## src/rtl/alu_mul_seq.sv

```systemverilog
// Multi-cycle RV32M MUL sequencer: shift-and-add loop that borrows the shared ALU adder.
// Returns product[31:0] with a one-cycle done pulse; flush aborts without done.
module alu_mul_seq (
  input  logic        i_clk,
  input  logic        i_reset,
  input  logic        i_start,
  input  logic        i_flush,
  input  logic [31:0] i_op_a,
  input  logic [31:0] i_op_b,
  output logic        o_busy,
  output logic        o_done,
  output logic [31:0] o_result,
  output logic [31:0] o_alu_srca,
  output logic [31:0] o_alu_srcb,
  output logic [2:0]  o_alu_ctrl,
  output logic        o_alu_sel,
  input  logic [31:0] i_alu_result
);

  typedef enum logic [1:0] {
    IDLE = 2'd0,
    CALC = 2'd1,
    DONE = 2'd2
  } state_t;

  state_t      r_state;
  logic [31:0] r_acc;
  logic [31:0] r_mcand;
  logic [31:0] r_mplr;
  logic        r_busy;
  logic        r_done;
  logic        r_sel;

  // Sequencer state, datapath registers and registered handshake outputs
  always_ff @(posedge i_clk or posedge i_reset) begin
    if (i_reset) begin
      r_state <= IDLE;
      r_acc   <= 32'd0;
      r_mcand <= 32'd0;
      r_mplr  <= 32'd0;
      r_busy  <= 1'b0;
      r_done  <= 1'b0;
      r_sel   <= 1'b0;
    end else if (i_flush) begin
      // acc keeps its partial value; result is simply not flagged valid
      r_state <= IDLE;
      r_busy  <= 1'b0;
      r_done  <= 1'b0;
      r_sel   <= 1'b0;
    end else begin
      case (r_state)
        IDLE: begin
          r_done <= 1'b0;
          if (i_start) begin
            r_state <= CALC;
            r_acc   <= 32'd0;
            r_mcand <= i_op_a;
            r_mplr  <= i_op_b;
            r_busy  <= 1'b1;
            r_sel   <= 1'b1;
          end else begin
            r_busy  <= 1'b0;
            r_sel   <= 1'b0;
          end
        end
        CALC: begin
          if (r_mplr[0]) begin
            r_acc <= i_alu_result;
          end
          r_mcand <= {r_mcand[30:0], 1'b0};
          r_mplr  <= {1'b0, r_mplr[31:1]};
          if (r_mplr[31:1] == 31'd0) begin
            r_state <= DONE;
            r_done  <= 1'b1;
            r_sel   <= 1'b0;
          end
        end
        DONE: begin
          r_state <= IDLE;
          r_busy  <= 1'b0;
          r_done  <= 1'b0;
          r_sel   <= 1'b0;
        end
        default: begin
          r_state <= IDLE;
          r_busy  <= 1'b0;
          r_done  <= 1'b0;
          r_sel   <= 1'b0;
        end
      endcase
    end
  end

  assign o_busy     = r_busy;
  assign o_done     = r_done;
  assign o_alu_sel  = r_sel;
  assign o_result   = r_acc;
  assign o_alu_ctrl = 3'b000;
  assign o_alu_srca = r_sel ? r_acc   : 32'd0;
  assign o_alu_srcb = r_sel ? r_mcand : 32'd0;

endmodule
```

## config.mk

```make
export PLATFORM = sky130hd
export DESIGN_NAME = alu_mul_seq
export DESIGN_NICKNAME = d
export VERILOG_FILES = /design/src/rtl/alu_mul_seq.sv
export SDC_FILE = /design/constraint.sdc
export NUM_CORES = 1
export LEC_CHECK = 0
export CAP_MARGIN = 20
export CORE_ASPECT_RATIO = 1.2
export CORE_MARGIN = 8
export CORE_UTILIZATION = 30
export DETAILED_ROUTE_END_ITERATION = 6
export PLACE_DENSITY = 0.62
export SLEW_MARGIN = 10
export SYNTH_ARGS = -nofsm -noshare
export SYNTH_HDL_FRONTEND = slang
export SYNTH_SLANG_ARGS = --single-unit
export TNS_END_PERCENT = 30
```

## constraint.sdc

```tcl
create_clock -name i_clk -period 3.38 [get_ports i_clk]
set_input_delay 0.507 -clock i_clk [delete_from_list [all_inputs] [get_ports i_clk]]
set_output_delay 0.507 -clock i_clk [all_outputs]
set_load 0.02 [all_outputs]
```

### Yosys cells after proc, flatten, opt, wreduce, memory -nomap -nowiden

Index checks and enable logic that the tools add are counted.

* word-level logic and storage cells: 42
* register bits after elaboration: 101
* input port bits: 100
* output and inout port bits: 102

* multiplexer cells: 22
* reduce and logical (&&, ||, !) cells: 6
* equality and inequality tests: 6
* bitwise logic cells: 1

Operator list (number)
* $mux W32: 6
* $pmux W32 S2: 3
* $logic_not A31 Y1: 1
* $mux W1: 7
* $mux W2: 3
* $ne A2 B2 Y1 const B: 3
* $ne A3 B3 Y1 const B: 2
* $pmux W1 S2: 2
* $pmux W2 S2: 1
* $reduce_and A4 Y1: 1
* $reduce_and A3 Y1: 1
* $eq A2 B1 Y1 const B: 1
* $logic_not A2 Y1: 1
* $reduce_and A2 Y1: 1
* $reduce_bool A2 Y1: 1
* $not A1 Y1: 1

### Logic depth before layout (Yosys ltp)

* depth in word-level cells: 4
* depth in mapped cells: 6
* depth with buffers taken out: 4

### Least setup slack after synthesis

No wires, ideal clock.

* path type: flip-flop to output port
* start: reg r_sel, in the netlist o_alu_sel
* end: out o_alu_srcb[10]
* arrival: 1172 ps
* required time: 2873 ps
* cell stages (with the launch flop): 4
* buffers on the path: 2
* path slack: 1701 ps
* cell sequence: dfrtp_1 > clkbuf_1 > clkbuf_1 > and2_1

* cells in the longest elaborated chain, start to end: 1

Ends and longest elaborated chain
* start: declaration: line 32 `logic r_sel;`
* start signal: assignment: line 43 `r_sel <= 1'b0;`
* start signal: assignment: line 49 `r_sel <= 1'b0;`
* start signal: assignment: line 60 `r_sel <= 1'b1;`
* $mux W32: line 100 `assign o_alu_srcb = r_sel ? r_mcand : 32'd0;`
* end: declaration: line 14 `output logic [31:0] o_alu_srcb,`

Every way passes these cells.

### Worst setup path after layout

* start: reg r_sel, in the netlist o_alu_sel
* end: out o_alu_srcb[26]

Same word-level chain as after synthesis.

==> results by group <==
Power
  – Sequential Power Share: 45.7%
  – P_sw: 1.00 mW
  – Leakage Power: 3.29 nW
  – Clock share of power: 30.3%
  – Sw Share: 29.7%
  – Comb power frac: 23.9%
  – P_int: 2.37 mW
  – VDD IR max: 0.252 mV
  – Total power: 3.38 mW
  – PwrDens: 455 nW/µm²

Detailed routing
  – Initial drt markers: 157
  – Final WL: 14.7 mm
  – DRT Pass-1 Iters: 4
  – Residual DRC: 0
  – Vias/cell: 4.58
  – Routed Antenna Nets: 0
  – Drt wl/cell: 16.0 µm
  – Vias: 4209

Floorplan
  – Die W: 133 µm
  – Initial core utilization: 30.6%
  – Core ar.: 16200 µm²
  – I/O pin count: 202
  – Cell Rows: 51
  – Die footprint: 20900 µm²
  – Die Ht: 157 µm

Finish
  – Final cell count without fillers: 918
  – # diodes: 0
  – P&R area growth vs syn: 49.5%
  – Reg area: 2530 µm²
  – Fillcell total: 1531
  – Net count, final: 801
  – Fin area: 7410 µm²
  – Ratio of cells with drive above 1 in the final layout: 4.25%
  – Area occupied by multi-input gates: 2120 µm²

STA
  – Fin crit period: 2470 ps
  – Total Neg Setup Slack: 0 ps
  – Final setup viols: 0
  – Tcrit/Tclk final: 73.2%
  – Max Clk Rate: 0.404 GHz
  – Tightest Pin Transition: 651 ps
  – Slew margin rel.: 56.6%
  – RSZ-0062 raised after global routing: false
  – Final Skew: 7.25 ps
  – Final max-slew violation count: 0
  – WHS: 485 ps
  – Final Hold Vio Count: 0

Critical path
  – Critical path's top delay family: buffers and inverters
  – Crit. End Element: primary output
  – Critical path peak fanout: 35
  – Worst-path cell chain: buf_4 > and2_1 > clkdlybuf4s50_1
  – Startpoint Class: register
  – CP Buf/Inv Count: 2
  – Worst reg-to-reg setup slack: 1510 ps
  – Crit Reg-Reg Endpoint: r_mcand[27]$_DFFE_PP0P_
  – Data required time at the worst endpoint: 2870 ps
  – Critical-path top delay cell: clkdlybuf4s50_1
  – CP Class: reg2out
  – CP max stage delay: 640 ps
  – Critical Path AT: 1970 ps
  – Path depth of the worst reg2reg path: 4
  – R2r startpoint: r_state[0]$_DFFE_PP0P_

Worst hold path
  – Hold depth: 2
  – Hold_sp: r_mcand[31]$_DFFE_PP0P_
  – Hold Crit Class: reg2reg
  – Worst Hold End: r_mcand[31]$_DFFE_PP0P_

Logic synthesis
  – Syn Std Cell Area: 4960 µm²
  – Post-synthesis cell count: 522
  – Synthesized area per cell: 9.50 µm²
  – Synthesized flop and latch total: 101
  – Sequential element share of the synthesized area: 51.0%
  – Cell variety after synth: 29
  – Synth Warn #: 0

CTS
  – CTS tree: done
  – CTS Sinks: 101
  – Max clock buf depth: 2
  – Post-CTS Setup Inserts: 0
  – Root Buffer: clkbuf_16
  – TritonCTS Buffers: 9
  – H-tree levels: 3
  – CTS resizes: 0
  – Clock latency on the worst-skew pair: 340 ps
  – Clock slew at reported path FFs: 70 ps
  – Hold buffers post-CTS: 0

GRT
  – Grt met2 use: 23.5%
  – Vias in the first global route: 4319
  – Met1 Use GR: 16.9%
  – Initial antenna violation count: 0
  – Most used routing layer: met2
  – First-pass GRT wire length: 23.2 mm
  – Total Routing Usage GR: 13.9%
  – Largest net degree at the start of global routing: 66
  – GR Overflow Total: 0
  – Met3 GRT Util: 4.20%

Run status
  – Status: finished clean

Placement
  – DP Area: 7080 µm²
  – Routability cong.: 0.836
  – Port bufs: 198
  – Detailed placement HPWL: 11.0 mm
  – Post-Place Cells: 900

Flow run
  – Max Cap Viol: 0
## per-stage QoR
| step | util [%] | worst slack, ps |
|---|---|---|
| 2_1_floorplan | - | 226 |
| 3_3_place_gp | 43.7 | 1150 |
| 3_5_place_dp | 43.7 | 1090 |
| 4_1_cts | 45.5 | 828 |
| 5_1_grt | 45.7 | 762 |
| 6_report | 45.7 | 905 |
## power by group through the flow
stage / sequential (mW) / clock [mW] / combinational (mW)
floorplan: 1.58 / 0 / 0.392
global placement: 1.56 / 0 / 0.806
detailed placement: 1.57 / 0 / 0.821
CTS: 1.55 / 1.07 / 0.823
global route: 1.57 / 1.11 / 0.890
finish: 1.54 / 1.02 / 0.808
## synth_stat cells
cell       number  area, µm²
nand2_1        63        236
nor3_1          1       5.00
dfrtp_1       101       2530
o21ai_2         1       8.76
o21ai_0        90        450
buf_6           3       33.8
and2_1         64        400
clkbuf_2        2       10.0
inv_1          33        124
a21oi_1         2       10.0
or2_1           1       6.26
nor3_4          1       16.3
nand4_1         2       12.5
and3_1          1       6.26
mux2i_1        62        621
nor4_1          7       43.8
nor2_1          4       15.0
o21ai_1         5       25.0
a31oi_1         1       6.26
buf_2          16       80.1
a32o_1          1       10.0
nand3_1        33        165
o2bb2ai_1       1       8.76
conb_1          1       3.75
clkbuf_1       16       60.1
buf_4           4       30.0
nand2b_1        1       6.26
nor2b_1         4       25.0
o211a_1         1       10.0
## area by class of cell
cell class	count	area share, %
timing repair buffer	207	28.1
sequential	101	34.1
inverter	33	1.70
multi-input combinational	349	28.6
clock inverter	6	0.861
clock buffer	10	3.09
tap	212	3.58
## flip-flops by register name, summed over array words and instances (netlist names)
register / cells
r_mcand: 32
o_done: 1
o_alu_sel: 1
o_result: 32
o_busy: 1
r_state: 2
r_mplr: 32
## worst min-delay path: cells and delay by family (launching register included)
| family | cells | cell delay, ps |
|---|---|---|
| AO/OA/AOI/OAI | 1 | 60 |
| flip-flops | 1 | 340 |
| AND/OR/NAND/NOR | 1 | 40 |
## worst max-delay path by stage
stage | start | endpoint | cells after the start
6_report | o_alu_sel$_DFFE_PP0P_ | o_alu_srcb[26] | 3
4_1_cts | o_alu_sel$_DFFE_PP0P_ | o_alu_srcb[26] | 3
5_1_grt | o_alu_sel$_DFFE_PP0P_ | o_alu_srcb[26] | 3
3_5_place_dp | i_flush | o_result[22]$_DFFE_PP0P_ | 6
3_3_place_gp | i_flush | o_result[16]$_DFFE_PP0P_ | 6
2_1_floorplan | i_reset | o_alu_sel$_DFFE_PP0P_ | 1
## cell usage in the layout, fill, tap and decap left out, types with 2 or more instances in the layout
cell,instances
nor2b_1,3
clkinv_2,2
nand2_1,63
buf_4,6
nor2_1,4
a21oi_1,2
clkinvlp_4,2
and2_1,64
o21ai_0,90
mux2i_1,62
dfrtp_1,100
clkbuf_16,9
nand3_1,33
nor4_1,7
o21ai_1,5
buf_12,2
clkdlybuf4s50_1,198
conb_1,3
nand4_1,2
inv_1,32
## cells by family after synthesis
| kind of cell | synth area share [%] |
|---|---|
| buf+inv | 6.81 |
| other cells | 0.0756 |
| simple gates | 18.9 |
| mux | 12.5 |
| flops | 51.0 |
| compound gates | 10.7 |
## layer usage
metal | vias up | part of all wire (%)
met5 | - | 0
met4 | 0 | 0.75
met3 | 8 | 6.6
met2 | 149 | 47
met1 | 1962 | 46
li1 | 2090 | -
No activity file was read; power rests on OpenSTA's default activity.
